--- src/rtl/biu_fifo_nimo.sv ---
// Multi-input, multi-output FIFO: sparse write lanes are packed into consecutive
// slots, and the oldest NO entries are presented fall-through and retired in order.
module biu_fifo_nimo #(
  parameter int AW    = 4,
  parameter int DW    = 32,
  parameter int NI    = 2,
  parameter int NO    = 1,
  parameter int AF_TH = (1 << AW) - 2
) (
  input  logic             clk,
  input  logic             rst,
  input  logic             flush,
  input  logic [NI-1:0]    din_valid,
  input  logic [NI*DW-1:0] din,
  output logic             allowIn,
  input  logic [NO-1:0]    pop,
  output logic [NO-1:0]    dout_valid,
  output logic [NO*DW-1:0] dout,
  output logic [AW:0]      count,
  output logic             empty,
  output logic             full,
  output logic             almost_full
);

  localparam int DEPTH = 1 << AW;
  localparam int NVW   = $clog2(NI + 1);
  localparam int NPW   = $clog2(NO + 1);

  logic [DW-1:0]  mem [DEPTH];
  logic [AW-1:0]  rd_ptr_q, rd_ptr_d;
  logic [AW-1:0]  wr_ptr_q, wr_ptr_d;
  logic [AW:0]    count_q, count_d;

  logic [NVW-1:0] nv;
  logic [NPW-1:0] np;
  logic [AW-1:0]  lane_off [NI];
  logic [AW:0]    space;
  logic           push;

  // Population count of the write lanes plus each lane's packed slot offset.
  always_comb begin
    logic [AW-1:0] run;
    nv  = '0;
    run = '0;
    for (int k = 0; k < NI; k++) begin
      lane_off[k] = run;
      run         = run + AW'(din_valid[k]);
      nv          = nv + NVW'(din_valid[k]);
    end
  end

  // Admission uses only the registered count, so a same-cycle pop never makes room.
  always_comb begin
    space   = (AW + 1)'(DEPTH) - count_q;
    allowIn = !flush && (space >= (AW + 1)'(nv));
    push    = allowIn && (nv != '0);
  end

  genvar gi;
  generate
    for (gi = 0; gi < NO; gi++) begin : g_rd
      assign dout_valid[gi]        = count_q > (AW + 1)'(gi);
      assign dout[gi*DW +: DW]     = mem[rd_ptr_q + AW'(gi)];
    end
  endgenerate

  // Retire only the unbroken run of requested, valid lanes starting at lane 0.
  always_comb begin
    logic run;
    np  = '0;
    run = 1'b1;
    for (int j = 0; j < NO; j++) begin
      run = run & pop[j] & dout_valid[j];
      np  = np + NPW'(run);
    end
  end

  always_comb begin
    rd_ptr_d = rd_ptr_q;
    wr_ptr_d = wr_ptr_q;
    count_d  = count_q;
    if (flush) begin
      rd_ptr_d = '0;
      wr_ptr_d = '0;
      count_d  = '0;
    end else begin
      rd_ptr_d = rd_ptr_q + AW'(np);
      if (push) begin
        wr_ptr_d = wr_ptr_q + AW'(nv);
      end
      count_d = count_q + (push ? (AW + 1)'(nv) : '0) - (AW + 1)'(np);
    end
  end

  always_ff @(posedge clk or posedge rst) begin
    if (rst) begin
      rd_ptr_q <= '0;
      wr_ptr_q <= '0;
      count_q  <= '0;
    end else begin
      rd_ptr_q <= rd_ptr_d;
      wr_ptr_q <= wr_ptr_d;
      count_q  <= count_d;
    end
  end

  // Storage carries no reset; validity is tracked entirely by count.
  always_ff @(posedge clk) begin
    if (push) begin
      for (int k = 0; k < NI; k++) begin
        if (din_valid[k]) begin
          mem[wr_ptr_q + lane_off[k]] <= din[k*DW +: DW];
        end
      end
    end
  end

  assign count       = count_q;
  assign empty       = (count_q == '0);
  assign full        = (count_q == (AW + 1)'(DEPTH));
  assign almost_full = (count_q >= (AW + 1)'(AF_TH));

endmodule

--- config.mk ---
export PLATFORM = sky130hd
export DESIGN_NAME = biu_fifo_nimo
export DESIGN_NICKNAME = d
export VERILOG_FILES = /design/src/rtl/biu_fifo_nimo.sv
export SDC_FILE = /design/constraint.sdc
export NUM_CORES = 1
export LEC_CHECK = 0
export CAP_MARGIN = 10
export CORE_UTILIZATION = 35
export CTS_BUF_LIST = sky130_fd_sc_hd__clkbuf_8 sky130_fd_sc_hd__clkbuf_16
export DETAILED_ROUTE_END_ITERATION = 10
export PLACE_DENSITY_LB_ADDON = 0.08
export REMOVE_ABC_BUFFERS = 1
export SETUP_SLACK_MARGIN = 0.02
export SLEW_MARGIN = 40
export SYNTH_ARGS = -nofsm -noshare
export SYNTH_HDL_FRONTEND = slang
export SYNTH_SLANG_ARGS = --single-unit
--- constraint.sdc ---
create_clock -name clk -period 14.1 [get_ports clk]
set_input_delay 2.115 -clock clk [delete_from_list [all_inputs] [get_ports clk]]
set_output_delay 2.115 -clock clk [all_outputs]
set_load 0.01 [all_outputs]
==> summary.md <==
| Metric | Value |
|---|---|
| Outcome | completed |
| HP Class | flop to flop |
| Wirelength per Cell | 30.7 um |
| First-pass GRT wire length | 117000 um |
| Data arrival, critical path | 5120 ps |
| # rows | 101 |
| Syn avg cell area | 17.9 um2 |
| Final setup TNS | 0 ps |
| Most common flop cell mapped by yosys | edfxtp_1 |
| Post-synthesis sequential area ratio | 0.579 |
| Maximum vdd drop | 0.000101 V |
| Largest net degree at the start of global routing | 54 |
| Mapped Area | 27100 um2 |
| Post-Route WL | 81300 um |
| Min cycle time layout | 7240 ps |
| Clock Sinks | 525 |
| Async S/R FF share, synth | 0.0248 |
| Dpl hpwl | 50900 um |
| CTS clk-pin slew, worst paths | 60 ps |
| Clock Skews | 24.0 ps |
| Post-synth top area cell | edfxtp_1 |
| Initial antenna violation count | 8 |
| Placer congestion estimate | 0.779 |
| Number of H-tree levels | 2 |
| Most frequent cells in the layout | 512 x edfxtp_1, 481 x mux2_2, 160 x mux4_2, 98 x clkdlybuf4s50_1, 62 x clkbuf_16 |
| Port Buffer Count | 111 |
| GRT Total Usage | 0.210 |
| RSZ-0062 raised after global routing | no |
| Crit. End Element | output port |
| Library cells used by synthesis | 49 |
| Vias in the first global route | 15300 |
| Leak | 0.0100 uW |
| CORE AREA | 76300 um2 |
| Ports | 112 |
| Post-synth EDFFs | 512 |
| Design Power | 4570 uW |
| Max-Cap Viols | 0 |
| Postcts setup bufs | 0 |
| Critical path launch point type | input port |
| DIE AREA | 78600 um2 |
| Post-DRT Antenna Nets | 0 |
| F_max | 0.138 GHz |
| Worst-path fanout max | 26 |
| Most common cell after layout, fill and taps aside | edfxtp_1 |
| Area grow syn2layout | 15.2% |
| Routed vias/inst | 5.54 |
| Die Ht | 280 um |
| CTS Hold Bufs | 0 |
| CTS resizes | 0 |
| Pwr/cell area | 146 nW/um2 |
| Remaining DRCs | 0 |
| Ratio of final minimum period to clock period | 0.513 |
| Final Slew Violations | 0 |
| Ranking of synthesized cells by area | edfxtp_1 57%, mux2_2 20%, mux4_2 13%, mux2_4 1.6%, clkbuf_1 1.2% |
| GRT overflow | 0 |
| Fin. Hold Viols | 0 |
| Root Buffer | clkbuf_16 |
| CP Class | input port to output port |
| Worst-Margin Slew | 855 ps |
| Chip width | 280 um |
| CTS Buf Count | 61 |
| Drt pass-1 iters | 5 |
| Worst EP required | 11980 ps |
| Worst rel slew slack | 0.428 |
| Yosys reg bits | 525 |
| Starting density of the core | 0.355 |
| Via count | 14700 |
| Initial DRC count | 1206 |
| Yosys top cell area share | 0.567 |
| Clk_lat worst skew | 630 ps |
| Longest Clk Path Bufs | 3 |
| Final nets | 1663 |
| Yosys warns | 0 |
| Final count of negative-setup-slack endpoints | 0 |
| Cell count after synthesis | 1517 |
| CTS tree | built |
| Layout cells sized above 1 | 0.521 |
## synthesized netlist by cell type (all sizes together) (9+ instances only)
library cell / count
clkbuf: 88
nor3: 9
inv: 18
o31ai: 11
dfrtp: 13
mux2: 513
nand2: 11
buf: 71
nor2: 12
ha: 23
edfxtp: 512
mux4: 160
nand3: 15
## layout make-up
type	count	area, um2
Clock inverter	46	262
Multi-Input combinational cell	815	10900
Fill cell	6919	45100
Clock buffer	67	1620
Inverter	18	67.6
Tap cell	1030	1290
Antenna cell	1	2.50
Timing Repair Buffer	147	1440
Sequential cell	525	15700
## metrics by stage
| step | hold slack (ps) | worst slack (ps) | area [um2] | std cells | util |
|---|---|---|---|---|---|
| 3_3_place_gp | 523 | 6860 | 29200 | 2521 | 0.382 |
| 2_1_floorplan | 590 | 5870 | 26400 | 1358 | - |
| 6_report | 547 | 6860 | 31300 | 2649 | 0.410 |
| 3_5_place_dp | 530 | 6880 | 29400 | 2533 | 0.385 |
| 4_1_cts | 543 | 6870 | 31300 | 2646 | 0.410 |
| 5_1_grt | 562 | 6740 | 31300 | 2648 | 0.409 |
## power by group
group | switching, uW | internal, uW | leakage (uW) | total, uW
Combinational | 623 | 580 | 0.00425 | 1200
Clock | 656 | 852 | 0.000983 | 1510
Sequential | 60.1 | 1790 | 0.00478 | 1850
Total | 1340 | 3230 | 0.0100 | 4570
## final timing paths
check | slack [ps] | to | startpoint | cells after the start
setup / recovery | 6860 | allowIn | din_valid[0] | 10
hold / removal | 550 | rd_ptr_q[3]$_DFF_PP0_ | rd_ptr_q[3]$_DFF_PP0_ | 2
setup reg to reg | 9980 | mem[3][23]$_DFFE_PP_ | count[1]$_DFF_PP0_ | 12
hold reg to reg | 550 | rd_ptr_q[3]$_DFF_PP0_ | rd_ptr_q[3]$_DFF_PP0_ | 2
max in group asynchronous | 11790 | rd_ptr_q[2]$_DFF_PP0_ | rst | 2
min in group asynchronous | 1850 | count[0]$_DFF_PP0_ | rst | 2
## flip-flops by register name (all words and copies together) (netlist names)
| name | count |
|---|---|
| mem | 512 |
| wr_ptr_q | 4 |
| rd_ptr_q | 4 |
| count | 5 |
## worst max-delay path, cell delays in order
cell,delay [ps]
clkdlybuf4s50_1,620
inv_1,90
ha_1,350
ha_1,280
nand2b_1,140
a221oi_1,310
and2_2,200
buf_4,420
nor2_1,90
clkdlybuf4s50_1,510
## layer usage
metal	GRT usage	wire length [um]	share of wire	vias up
met5	0	22	0.00027	-
met2	0.301	35200	0.43	359
met1	0.323	40000	0.49	7994
met3	0.0474	4910	0.060	80
li1	-	-	-	6249
met4	0.0359	1090	0.013	4
## kinds of logic (layout without fill, tap and decap cells)
family                   after synthesis  in the layout  share of synthesized area
other                                  0              1                          0
XOR/XNOR                               6              6                    0.00194
AND/OR/NAND/NOR                       83             83                     0.0200
AO/OA/AOI/OAI                         28             28                    0.00678
buffers and inverters                177            278                     0.0304
multiplexers                         673            673                      0.350
adder cells (fa/ha/maj)               25             25                     0.0121
flip-flops                           525            525                      0.579
Power figures use the tool's default switching activity.
==> variant 1: new RTL, same settings <==
Set the parameter `AW` to 3 (it was 4).
--- a/src/rtl/biu_fifo_nimo.sv
+++ b/src/rtl/biu_fifo_nimo.sv
@@ -3,3 +3,3 @@
 module biu_fifo_nimo #(
-  parameter int AW    = 4,
+  parameter int AW    = 3,
   parameter int DW    = 32,
Interface: changed (resized count); port bits go from 112 to 111. The function was not compared with the original's and may differ.
==> variant 1 against the unedited design <==
Sequential cell count shrank 259; routed wire length decreased by 55%; cell area fell by 47%; setup slack improved by 0.29 ns; power decreased by 43%; synthesized area decreased by 49%; first-iteration DRC count shrank 68%; register-to-register slack better by 0.36 ns; critical path type unchanged.
==> variant 1: results (changes against the unedited design) <==
Layout
  – Filler Cell Count: 3498 (-49%)
  – Layout cells sized above 1: 46.56% (-5.5 points)
  – Max reg flops: 256 (-50%)
  – Final net count: 984 (-41%)

Placement
  – Post-DP HPWL: 19.47 mm (-62%)
  – Routability Congestion: 0.7363 (-5.5%)
  – Port Buffer Count: 110 (-0.90%)

Setup path
  – Worst endpoint data arrival time: 4.84 ns (-0.28 ns)
  – Max FO, Critical Path: 8 (-69%)
  – Worst r2r src: wr_ptr_q[0]

CTS
  – Clock latency at the later pin of the worst-skew pair: 0.56 ns (-0.07 ns)
  – Clock buffer count from CTS: 31 (-49%)
  – CTS H-tree lvls: 1 (-1)
  – Post-CTS setup buffer count: 0 (unchanged)

Synth
  – Ranking of synthesized cells by area: edfxtp_1 56%, mux2_2 23%, mux4_2 10%, dfrtp_1 1.8%, ha_1 1.7%
  – Sequential share of the synthesized area: 57.48% (-0.40 points)
  – Post-synthesis compound-gate area fraction: 1.894% (+1.2 points)
  – EDFF count, synth: 256 (-50%)
  – Post-synth cell types: 40 (-18%)
  – Post-synthesis mux area share: 34.15% (-0.83 points)
  – Asr flop ratio synth: 3.759% (+1.3 points)
  – Synthesized-area fraction occupied by adder cells: 2.012% (+0.80 points)
  – Synth cell count leaders: 279 x mux2_2, 256 x edfxtp_1, 64 x mux4_2
  – Post-Synth XOR/XNOR Area: 0.4984% (+0.30 points)
  – Dominant synthesized flop cell: edfxtp_1

Global route
  – First-pass GRT wire length: 54.42 mm (-53%)
  – Antenna violations before repair: 2 (-6)
  – Vias in the first global route: 8516 (-44%)
  – Met1 Use GR: 24.41% (-7.9 points)
  – Largest net degree at the start of global routing: 47 (-13%)
  – Met2 global-route usage: 31.37% (+1.3 points)
  – Met3 usage: 2.776% (-2.0 points)
  – Busiest grt layer: met2

Timing
  – Slew headroom: 44.41% (+1.6 points)
  – Final Skew: 0.01224 ns (-0.01178 ns)

Drt
  – Vias per std cell: 5.346 (-3.6%)
  – WL final: 36.37 mm (-55%)
  – Initial DRC Count: 382 (-68%)

Pwr
  – Static Leak: 5.293 nW (-47%)
  – Psw: 0.7762 mW (-42%)
  – VDD IR max: 0.09716 mV (-3.7%)

Outcome
  – Run status: completed

Worst hold path
  – Hold_sp: count[0]

Floorplan
  – Placeable Area: 38740 sq um (-49%)
-- variant 1: cell types whose count changed after synthesis, sizes merged, moves of 6 or more --
cell    delta
buf       -34
clkbuf    -75
edfxtp   -256
mux2     -224
mux4      -96
nand3     -11
nand3b     -6
nor2       -6
nor3       -7
o31ai     -11
or2        -7
-- variant 1: final timing paths --
path	end	slack, ns	cells after the start
min in group asynchronous	count[0]	1.85	2
min reg2reg	count[0]	0.71	2
max reg2reg	mem[3][10]	10.34	8
max in group asynchronous	rd_ptr_q[0]	11.94	2
min	count[0]	0.71	2
max	allowIn	7.15	9
-- variant 1: final cells by class --
| cell class | count | area share [%] |
|---|---|---|
| Clock buffer | 35 | 5.036 |
| Sequential cell | 266 | 48.16 |
| Tap cell | 518 | 3.929 |
| Inverter | 13 | 0.2958 |
| Multi-Input combinational cell | 449 | 34.38 |
| Antenna cell | 1 | 0.01517 |
| Clock inverter | 20 | 0.4930 |
| Timing Repair Buffer | 132 | 7.699 |
-- variant 1: layer usage --
| layer | share of wire, % | vias up |
|---|---|---|
| met5 | 0.033 | - |
| met3 | 3.9 | 54 |
| met4 | 1.8 | 2 |
| met2 | 50 | 154 |
| li1 | - | 3381 |
| met1 | 44 | 4075 |
-- variant 1: power by group through the flow --
stage          Clock, mW  Combinational [mW]  Sequential (mW)
2_1_floorplan          0               0.496             1.06
3_3_place_gp           0               0.842             1.05
3_5_place_dp           0               0.861             1.05
4_1_cts            0.740               0.865             1.04
5_1_grt            0.768               0.913             1.05
6_report           0.720               0.847             1.03
-- variant 1: kinds of logic after synthesis --
group / Yosys count
fa+ha+maj: 21
xor+xnor: 7
compound gates: 25
flops: 266
simple gates: 41
mux: 355
buf+inv: 63
-- variant 1: metrics by stage --
step | utilization [%] | instances | setup slack (ns) | cell area, sq um
final | 42.58 | 1434 | 7.146 | 16500
after global routing | 42.58 | 1434 | 7.013 | 16500
after CTS | 42.58 | 1433 | 7.147 | 16490
after detailed placement | 40.22 | 1378 | 7.159 | 15580
after global placement | 40.17 | 1376 | 6.816 | 15560
after floorplan | - | 728 | 7.954 | 13550
-- variant 1: critical path, stage by stage --
cell and delay (ns):
clkdlybuf4s50_1 0.65, inv_1 0.08, ha_1 0.36, ha_1 0.28, nand2b_1 0.18, a211oi_4 0.33, buf_4 0.25, a21oi_1 0.08
clkdlybuf4s50_1 0.52
==> variant 2: new RTL, same settings <==
Made on the original files. Put one more register stage on the output `count`, with the module's reset. The value now appears one clock later. The other outputs are not delayed to match. Comments in the files are not updated.
--- a/src/rtl/biu_fifo_nimo.sv
+++ b/src/rtl/biu_fifo_nimo.sv
@@ -117,3 +117,9 @@
 
-  assign count       = count_q;
+  always_ff @(posedge clk or posedge rst) begin
+    if (rst) begin
+      count <= '0;
+    end else begin
+      count <= count_q;
+    end
+  end
   assign empty       = (count_q == '0);
Function: changed (Yosys sat finds a counterexample within 4 cycles, from zero or initial values and one cycle with rst high).
==> variant 2 against the unedited design <==
Critical path depth fell by 1; routed wire length is 1.1% lower; power about the same; clock skew about the same; sequential cell count increased by 5; register-to-register slack lost 0.23 ns; non-clock buffer count up 10; cell area up 0.74%; synthesized area up 0.46%; first-iteration DRC count decreased by 14%; setup slack better by 0.0076 ns; critical path type unchanged; largest cell class unchanged; largest power group unchanged.
==> variant 2: results (changes against the unedited design) <==
Synth
  – Post-synthesis mux area share: 34.83% (-0.16 points)
  – Asr flop ratio synth: 3.396% (+0.92 points)
  – Sequential share of the synthesized area: 58.08% (+0.19 points)
  – Synthesized-area fraction occupied by adder cells: 1.203% (-0.0056 points)
  – Post-synth cell types: 49 (unchanged)
  – Post-synthesis compound-gate area fraction: 0.6750% (-0.0031 points)
  – Post-Synth XOR/XNOR Area: 0.1929% (-0.00089 points)
  – EDFF count, synth: 512 (unchanged)
  – Ranking of synthesized cells by area: edfxtp_1 56%, mux2_2 20%, mux4_2 13%, dfrtp_1 1.7%, mux2_4 1.6%

Pwr
  – VDD IR max: 0.1026 mV (+1.8%)
  – Static Leak: 10.15 nW (+1.3%)

Drt
  – First drt pass iteration count: 4 (-1)
  – Routed wl met3: 3.282 mm (-33%)
  – Via count: 14.53k (-1.1%)
  – WL met2: 38.90 mm (+10%)
  – Uppermost layer routed: met4
  – Met1 WL: 36.77 mm (-8.2%)
  – Initial DRC Count: 1038 (-14%)
  – Avg WL per Cell: 30.21 microns (-1.6%)

Layout
  – Final net count: 1678 (+0.90%)
  – Max reg flops: 512 (unchanged)
  – Layout cells sized above 1: 51.81% (-0.29 points)
  – Ant. Diodes: 0 (-1)

Placement
  – Post-DP HPWL: 46.03 mm (-9.6%)
  – Routability Congestion: 0.7249 (-6.9%)

Timing
  – Final Skew: 0.02439 ns (+0.0003754 ns)
  – Slew headroom: 43.95% (+1.1 points)

CTS
  – Clk pin slew, worst setup/hold paths: 0.06 ns (about the same)
  – CTS resizes: 0 (unchanged)
  – Clock Tree Buf Depth: 3 (unchanged)
  – Root Driver: clkbuf_16

Worst hold path
  – Hold Crit Class: reg2reg

Global route
  – GRT Util Overall: 20.67% (-0.28 points)
  – Antenna violations before repair: 0 (-8)
  – Largest net degree at the start of global routing: 58 (+7.4%)
  – First-pass GRT wire length: 116.5 mm (about the same)

Outcome
  – Run status: completed

Setup path
  – Crit-path slowest cell: clkdlybuf4s50_1
  – Reg2reg setup slack: 9.75 ns (-0.23 ns)
  – Worst endpoint data arrival time: 5.12 ns (about the same)
  – Worst path max stage delay: 0.60 ns (-0.02 ns)
  – Max FO, Critical Path: 26 (unchanged)
[variant 2: layout make-up]
| class | count | area [sq um] |
|---|---|---|
| Fill cell | 6909 | 44970 |
| Sequential cell | 530 | 15840 |
| Multi-Input combinational cell | 815 | 10770 |
| Clock buffer | 62 | 1551 |
| Timing Repair Buffer | 157 | 1546 |
| Tap cell | 1030 | 1289 |
| Clock inverter | 51 | 425.4 |
| Inverter | 18 | 67.56 |
[variant 2: stage by stage]
stage / hold slack, ns / area [sq um] / cells / worst slack [ns]
5_1_grt: 0.4880 / 31490 / 2663 / 6.742
2_1_floorplan: 0.4003 / 26490 / 1363 / 5.874
6_report: 0.4337 / 31490 / 2663 / 6.868
3_3_place_gp: 0.4304 / 29350 / 2539 / 6.622
3_5_place_dp: 0.4211 / 29490 / 2549 / 6.571
4_1_cts: 0.4390 / 31470 / 2662 / 6.563
[variant 2: routing by layer]
metal	up-vias	track usage, %
li1	6264	-
met2	272	33.57
met4	0	4.414
met1	7899	29.09
met3	92	3.284
met5	-	0
[variant 2: final timing paths]
path	start	endpoint	cells past startpoint
setup / recovery	din_valid[0]	allowIn	9
hold / removal	count_q[4]	count[4]	0
setup reg to reg	count_q[0]	mem[7][12]	11
hold reg to reg	count_q[4]	count[4]	0
max in group asynchronous	rst	rd_ptr_q[2]	2
min in group asynchronous	rst	count[0]	2
[variant 2: worst register-to-register path, delay by kind of cell (launching register included)]
kind / cells / cell delay (ns)
AND/OR/NAND/NOR: 5 / 1.67
buffers and inverters: 3 / 1.26
adder cells (fa/ha/maj): 2 / 0.55
flip-flops: 1 / 0.41
AO/OA/AOI/OAI: 1 / 0.06
[variant 2: report_power, final]
| part | switching (mW) | internal (mW) |
|---|---|---|
| Clock | 0.670 | 0.920 |
| Combinational | 0.543 | 0.571 |
| Sequential | 0.0511 | 1.81 |
